==> src/rtl/regfile_write_arbiter_pkg.sv <==
// Shared defaults and encodings for the register-file write-port arbiter.
// Imported by the interface, the round-robin arbiter and the top level.
package regfile_write_arbiter_pkg;

  localparam int unsigned DATA_W_DEF = 32;
  localparam int unsigned ADDR_W_DEF = 5;
  localparam int unsigned NREGS_DEF  = 32;

  typedef enum logic {
    StClear = 1'b0,
    StRun   = 1'b1
  } state_e;

  typedef enum logic {
    PtrA = 1'b0,
    PtrB = 1'b1
  } rr_ptr_e;

  // Opposite side of the round-robin pointer.
  function automatic rr_ptr_e rr_other(input rr_ptr_e ptr);
    return (ptr == PtrA) ? PtrB : PtrA;
  endfunction

endpackage

==> src/rtl/regfile_write_arbiter_if.sv <==
// Writeback request handshakes (ports A and B) plus the register-file write port.
// The arbiter uses the slave modport; the datapath/regfile side uses master.
interface regfile_write_arbiter_if
  import regfile_write_arbiter_pkg::*;
#(
  parameter int unsigned DATA_W = DATA_W_DEF,
  parameter int unsigned ADDR_W = ADDR_W_DEF
) ();

  logic              req_valid_a;
  logic [ADDR_W-1:0] req_addr_a;
  logic [DATA_W-1:0] req_data_a;
  logic              req_ready_a;

  logic              req_valid_b;
  logic [ADDR_W-1:0] req_addr_b;
  logic [DATA_W-1:0] req_data_b;
  logic              req_ready_b;

  logic [ADDR_W-1:0] write_register;
  logic [DATA_W-1:0] write_data;
  logic              reg_write;

  modport slave (
    input  req_valid_a, req_addr_a, req_data_a,
    output req_ready_a,
    input  req_valid_b, req_addr_b, req_data_b,
    output req_ready_b,
    output write_register, write_data, reg_write
  );

  modport master (
    output req_valid_a, req_addr_a, req_data_a,
    input  req_ready_a,
    output req_valid_b, req_addr_b, req_data_b,
    input  req_ready_b,
    input  write_register, write_data, reg_write
  );

endinterface

==> src/rtl/regfile_write_arbiter_rr_arbiter2.sv <==
// Two-way round-robin grant. The pointer names the side that wins the next
// conflict and only advances when both sides request while enabled.
module regfile_write_arbiter_rr_arbiter2
  import regfile_write_arbiter_pkg::*;
(
  input  logic i_clk,
  input  logic i_reset,
  input  logic i_en,
  input  logic i_valid_a,
  input  logic i_valid_b,
  output logic o_grant_a,
  output logic o_grant_b
);

  rr_ptr_e r_ptr;
  logic    w_conflict;

  assign w_conflict = i_en & i_valid_a & i_valid_b;

  assign o_grant_a = i_en & i_valid_a & (~i_valid_b | (r_ptr == PtrA));
  assign o_grant_b = i_en & i_valid_b & (~i_valid_a | (r_ptr == PtrB));

  always_ff @(posedge i_clk) begin
    if (i_reset) begin
      r_ptr <= PtrA;
    end else if (w_conflict) begin
      r_ptr <= rr_other(r_ptr);
    end
  end

endmodule

==> src/rtl/regfile_write_arbiter.sv <==
// Shares the register-file write port between two writeback requesters and
// zero-fills registers 1..NREGS-1 after reset or on ClearReq.
module regfile_write_arbiter
  import regfile_write_arbiter_pkg::*;
#(
  parameter int unsigned DATA_W = DATA_W_DEF,
  parameter int unsigned ADDR_W = ADDR_W_DEF,
  parameter int unsigned NREGS  = NREGS_DEF
) (
  input  logic                    i_clk,
  input  logic                    i_reset,
  input  logic                    i_clear_req,
  output logic                    o_clear_busy,
  regfile_write_arbiter_if.slave  bus
);

  localparam logic [ADDR_W-1:0] LastReg  = ADDR_W'(NREGS - 1);
  localparam logic [ADDR_W-1:0] FirstReg = ADDR_W'(1);

  state_e            r_state;
  logic [ADDR_W-1:0] r_cnt;
  logic [ADDR_W-1:0] r_wr_reg;
  logic [DATA_W-1:0] r_wr_data;
  logic              r_reg_write;
  logic              r_clear_busy;

  logic              w_arb_en;
  logic              w_grant_a;
  logic              w_grant_b;
  logic              w_accept;
  logic              w_do_write;
  logic [ADDR_W-1:0] w_acc_addr;
  logic [DATA_W-1:0] w_acc_data;

  // ClearReq blocks grants in its own cycle so nothing is lost across the fill.
  assign w_arb_en = (r_state == StRun) & ~i_clear_req;

  regfile_write_arbiter_rr_arbiter2 u_rr (
    .i_clk     (i_clk),
    .i_reset   (i_reset),
    .i_en      (w_arb_en),
    .i_valid_a (bus.req_valid_a),
    .i_valid_b (bus.req_valid_b),
    .o_grant_a (w_grant_a),
    .o_grant_b (w_grant_b)
  );

  always_comb begin
    w_acc_addr = bus.req_addr_a;
    w_acc_data = bus.req_data_a;
    if (w_grant_b) begin
      w_acc_addr = bus.req_addr_b;
      w_acc_data = bus.req_data_b;
    end
  end

  assign w_accept   = w_grant_a | w_grant_b;
  // Writes to register 0 are accepted but dropped.
  assign w_do_write = w_accept & (w_acc_addr != '0);

  always_ff @(posedge i_clk) begin
    if (i_reset) begin
      r_state      <= StClear;
      r_cnt        <= FirstReg;
      r_wr_reg     <= '0;
      r_wr_data    <= '0;
      r_reg_write  <= 1'b0;
      r_clear_busy <= 1'b1;
    end else begin
      case (r_state)
        StClear: begin
          r_reg_write  <= 1'b1;
          r_wr_reg     <= r_cnt;
          r_wr_data    <= '0;
          r_clear_busy <= 1'b1;
          if (r_cnt == LastReg) begin
            r_state <= StRun;
            r_cnt   <= FirstReg;
          end else begin
            r_cnt <= r_cnt + 1'b1;
          end
        end
        StRun: begin
          if (i_clear_req) begin
            r_state      <= StClear;
            r_cnt        <= FirstReg;
            r_reg_write  <= 1'b0;
            r_clear_busy <= 1'b1;
          end else begin
            r_clear_busy <= 1'b0;
            r_reg_write  <= w_do_write;
            if (w_do_write) begin
              r_wr_reg  <= w_acc_addr;
              r_wr_data <= w_acc_data;
            end
          end
        end
        default: begin
          r_state <= StClear;
          r_cnt   <= FirstReg;
        end
      endcase
    end
  end

  assign bus.req_ready_a    = w_grant_a;
  assign bus.req_ready_b    = w_grant_b;
  assign bus.write_register = r_wr_reg;
  assign bus.write_data     = r_wr_data;
  assign bus.reg_write      = r_reg_write;
  assign o_clear_busy       = r_clear_busy;

endmodule

==> src/flat_wrapper.sv <==
// flat-port wrapper written by rule: the top's interface ports become plain ports
module regfile_write_arbiter_flat import regfile_write_arbiter_pkg::*;
#(
  parameter int unsigned DATA_W = DATA_W_DEF,
  parameter int unsigned ADDR_W = ADDR_W_DEF,
  parameter int unsigned NREGS  = NREGS_DEF
)
  (i_clk, i_reset, i_clear_req, o_clear_busy, bus_req_valid_a, bus_req_addr_a, bus_req_data_a, bus_req_ready_a, bus_req_valid_b, bus_req_addr_b, bus_req_data_b, bus_req_ready_b, bus_write_register, bus_write_data, bus_reg_write);
  regfile_write_arbiter_if #(.DATA_W(DATA_W), .ADDR_W(ADDR_W)) bus_i ();
  input  logic i_clk;
  input  logic i_reset;
  input  logic i_clear_req;
  output logic o_clear_busy;
  input wire logic [$bits(bus_i.req_valid_a)-1:0] bus_req_valid_a;
  input wire logic [$bits(bus_i.req_addr_a)-1:0] bus_req_addr_a;
  input wire logic [$bits(bus_i.req_data_a)-1:0] bus_req_data_a;
  output wire logic [$bits(bus_i.req_ready_a)-1:0] bus_req_ready_a;
  input wire logic [$bits(bus_i.req_valid_b)-1:0] bus_req_valid_b;
  input wire logic [$bits(bus_i.req_addr_b)-1:0] bus_req_addr_b;
  input wire logic [$bits(bus_i.req_data_b)-1:0] bus_req_data_b;
  output wire logic [$bits(bus_i.req_ready_b)-1:0] bus_req_ready_b;
  output wire logic [$bits(bus_i.write_register)-1:0] bus_write_register;
  output wire logic [$bits(bus_i.write_data)-1:0] bus_write_data;
  output wire logic [$bits(bus_i.reg_write)-1:0] bus_reg_write;
  assign bus_i.req_valid_a = bus_req_valid_a;
  assign bus_i.req_addr_a = bus_req_addr_a;
  assign bus_i.req_data_a = bus_req_data_a;
  assign bus_req_ready_a = bus_i.req_ready_a;
  assign bus_i.req_valid_b = bus_req_valid_b;
  assign bus_i.req_addr_b = bus_req_addr_b;
  assign bus_i.req_data_b = bus_req_data_b;
  assign bus_req_ready_b = bus_i.req_ready_b;
  assign bus_write_register = bus_i.write_register;
  assign bus_write_data = bus_i.write_data;
  assign bus_reg_write = bus_i.reg_write;
  regfile_write_arbiter #(.DATA_W(DATA_W), .ADDR_W(ADDR_W), .NREGS(NREGS)) u_core (.i_clk(i_clk), .i_reset(i_reset), .i_clear_req(i_clear_req), .o_clear_busy(o_clear_busy), .bus(bus_i));
endmodule
==> config.mk <==
export PLATFORM = sky130hd
export DESIGN_NAME = regfile_write_arbiter_flat
export DESIGN_NICKNAME = d
export VERILOG_FILES = /design/src/rtl/regfile_write_arbiter_pkg.sv /design/src/rtl/regfile_write_arbiter_if.sv /design/src/rtl/regfile_write_arbiter_rr_arbiter2.sv /design/src/rtl/regfile_write_arbiter.sv /design/src/flat_wrapper.sv
export SDC_FILE = /design/constraint.sdc
export NUM_CORES = 1
export LEC_CHECK = 0
export ABC_AREA = 0
export CORE_MARGIN = 3
export CORE_UTILIZATION = 27
export DETAILED_ROUTE_END_ITERATION = 8
export DONT_BUFFER_PORTS = 1
export GPL_TIMING_DRIVEN = 0
export PLACE_DENSITY = 0.47
export SLEW_MARGIN = 20
export SYNTH_ARGS = -nofsm -noshare
export SYNTH_HDL_FRONTEND = slang
export SYNTH_SLANG_ARGS = --single-unit
==> constraint.sdc <==
create_clock -name i_clk -period 3 [get_ports i_clk]
set_input_delay 0.6 -clock i_clk [delete_from_list [all_inputs] [get_ports i_clk]]
set_output_delay 0.6 -clock i_clk [all_outputs]
set_load 0.1 [all_outputs]
==> flow_metrics.env <==
export IMPL_outcome="complete, no violations"
export IMPL_grt_first_pass_wirelength_mm=10.6
export IMPL_max_stage_delay_ns=0.59
export IMPL_synth_area_sq_mm=0.00222
export IMPL_design_die_area_sq_mm=0.00935
export IMPL_setup_violations=0
export IMPL_cts_resized=0
export IMPL_vdd_drop_max_uv=130
export IMPL_synth_cells=256
export IMPL_grt_ovfl_total=0
export IMPL_fin_util_pct=31.1
export IMPL_arrival_ns=1.99
export IMPL_cts_setup_buffers=0
export IMPL_num_rows=32
export IMPL_grt_use_met2_pct=21.7
export IMPL_io_pins=120
export IMPL_drive_above_1_share_pct=17.4
export IMPL_dr_first_iter_drc_count=46
export IMPL_layout_min_cycle_time_ns=2.59
export IMPL_vias_per_cell=5.21
export IMPL_clock_sinks=46
export IMPL_crit_chain="buf_2 -> and2b_4 -> o211ai_4 -> clkinv_1 -> buf_2"
export IMPL_dp_hpwl_mm=4.93
export IMPL_ys_seq_area_share_pct=41.5
export IMPL_synth_nets=337
export IMPL_hold_viol_final=0
export IMPL_maxSlewHeadroom_pct=32.1
export IMPL_leakage_nw=0.820
export IMPL_ff_latch_area_sq_um=921
export IMPL_antenna_left=0
export IMPL_clk_latency_ns=0.30
export IMPL_drv_slew=0
export IMPL_core_sq_mm=0.00785
export IMPL_critPathSlowestCell="buf_2"
export IMPL_busiest_layer="met2"
export IMPL_fin_setup_tns_ns=0
export IMPL_yosysTopAreaCell="dfxtp_1"
export IMPL_cts_tree="yes"
export IMPL_clk_pin_slew_ns=0.09
export IMPL_cts_hold_fix_buffers=0
export IMPL_ys_ff_latch=46
export IMPL_max_freq_mhz=387
export IMPL_clockBufferDepth=2
export IMPL_fin_crit_sh_pct=86.2
export IMPL_multi_input_area_sq_mm=0.00118
export IMPL_grt_max_degree=15
export IMPL_start_kind="flip-flop"
export IMPL_fillCellCount=851
export IMPL_min_path_cells=1
export IMPL_ff2ff_path_depth=7
export IMPL_yosysWarnings=0
export IMPL_tightest_slew_ns=1.02
export IMPL_synth_most_common_cell="nand2_1"
export IMPL_avgRoutedWirePerCell_um=17.9
export IMPL_grt_util_met1_pct=17.8
export IMPL_die_w_um=96.7
export IMPL_area_growth_syn_to_layout_pct=10.0
export IMPL_avgSynthCellArea_sq_um=8.68
export IMPL_critPathMostFrequentCell="buf_2"
export IMPL_rsz0062_at_grt="no"
export IMPL_final_nets=344
export IMPL_htreeDepth=2
export IMPL_cts_root_buf="clkbuf_8"
export IMPL_crit_required_ns=2.40
export IMPL_crit_type="flip-flop to primary output"
export IMPL_grt_pass1_vias=2003
export IMPL_port_buffers=0
export IMPL_max_cap_viol_count=0
export IMPL_vias=1907
export IMPL_synth_edff_count=0
export IMPL_synthDominantCellAreaShare_pct=41.5
export IMPL_path_max_fanout=10
export IMPL_cts_made_buffers=5
export IMPL_ys_top_cells_by_area="dfxtp_1 41%, nand2_1 10%, a311oi_1 9.1%, nor2_1 4.9%, mux2_2 3.0%"
export IMPL_hold_path_class="primary input to flip-flop"
export IMPL_initial_utilization_pct=28.3
export IMPL_finClkSkew_ns=0.00602
export IMPL_end_kind="primary output"
export IMPL_dieHeight_um=96.7
export IMPL_powerDensity_mw_per_mm2=458
export IMPL_use_met3_pct=4.90
export IMPL_yosys_cell_types_count=39
export IMPL_route_detailed_drc=0
export IMPL_place_gp_congestion=0.759
export IMPL_n_antenna_cell=0
export IMPL_dr_pass1_iters=4
export IMPL_ys_flop_type="dfxtp_1"
export IMPL_finalWirelength_mm=6.57
export IMPL_grt_use_total_pct=13.9
export IMPL_synth_commonest_cells="59 x nand2_1, 46 x dfxtp_1, 29 x nor2_1"
export IMPL_async_reset_ff_share_pct=0
export IMPL_antenna_found_initial=0
## area by class of cell
| type | instances | share of cell area, % |
|---|---|---|
| Sequential cell | 46 | 37.7 |
| Clock buffer | 6 | 3.38 |
| Inverter | 3 | 0.461 |
| Buffer | 20 | 4.51 |
| Clock inverter | 2 | 0.512 |
| Tap cell | 102 | 5.22 |
| Multi-Input combinational cell | 187 | 48.2 |
## critical path, delay by kind of cell, from the launching register on
kind,cells,cell delay [ns]
AO/OA/AOI/OAI,1,0.15
AND/OR/NAND/NOR,1,0.22
flip-flops,1,0.31
buffers and inverters,3,0.99
## through the flow
step / setup WS, ns / hold slack (ns) / power [W] / instances / area, sq um
global route: 0.249 / 0.388 / 0.00116 / 366 / 2440
finish: 0.414 / 0.397 / 0.00112 / 366 / 2440
CTS: 0.386 / 0.386 / 0.00113 / 366 / 2440
global placement: 0.525 / 0.503 / 0.000718 / 358 / 2350
floorplan: 0.761 / 0.467 / 0.000707 / 256 / 2220
detailed placement: 0.531 / 0.502 / 0.000718 / 358 / 2350
## worst paths after layout
kind                           startpoint                                     end  slack [ns]
min reg2reg  u_core.r_cnt[3]$_SDFFE_PP0P_            u_core.r_cnt[3]$_SDFFE_PP0P_        0.52
min                           i_clear_req               u_core.r_state$_SDFF_PP0_        0.40
max reg2reg     u_core.r_state$_SDFF_PP0_  u_core.bus.write_data[14]$_SDFFE_PP0P_        0.82
max             u_core.r_state$_SDFF_PP0_                         bus_req_ready_b        0.41
## sequential cells by signal, indices dropped and copies added, names as in the netlist
| name | flops |
|---|---|
| u_core.o_clear_busy | 1 |
| u_core.bus.reg_write | 1 |
| u_core.r_state | 1 |
| u_core.bus.write_register | 5 |
| u_core.r_cnt | 5 |
| u_core.u_rr.r_ptr | 1 |
| u_core.bus.write_data | 32 |
## where the power goes
part,internal [W],switching (W)
Combinational,0.0000245,0.0000221
Sequential,0.000619,0.0000378
Clock,0.000186,0.000230
## cells by family (layout without fill, tap and decap cells)
family | Yosys count | after routing | share of synthesized area, %
simple gates | 122 | 122 | 26.3
compound gates | 50 | 50 | 19.5
flops | 46 | 46 | 41.5
buf+inv | 23 | 31 | 5.46
mux | 12 | 12 | 5.75
fa+ha+maj | 2 | 2 | 1.13
xor+xnor | 1 | 1 | 0.394
## metal layers
metal / vias to the layer above / routed length, um
met3: 8 / 555
met5: - / 0
met1: 892 / 2920
met4: 0 / 106
li1: 929 / -
met2: 78 / 2990
## layout by cell type (no fill, tap or decap), drive strengths merged, types with 2 or more instances in the layout
master | netlist | final
or3b | 4 | 4
dfxtp | 46 | 46
clkinv | 1 | 2
or2 | 2 | 2
clkbuf | 6 | 12
nand2 | 59 | 59
ha | 2 | 2
nor3 | 2 | 2
o21ai | 3 | 3
nor2 | 31 | 31
inv | 2 | 2
mux2i | 6 | 6
mux2 | 6 | 6
nand3b | 3 | 3
o311ai | 4 | 4
nand4b | 4 | 4
buf | 14 | 14
nand3 | 8 | 8
nand2b | 3 | 3
a21oi | 11 | 11
or4 | 2 | 2
a311oi | 27 | 27
Power figures use the tool's default switching activity.
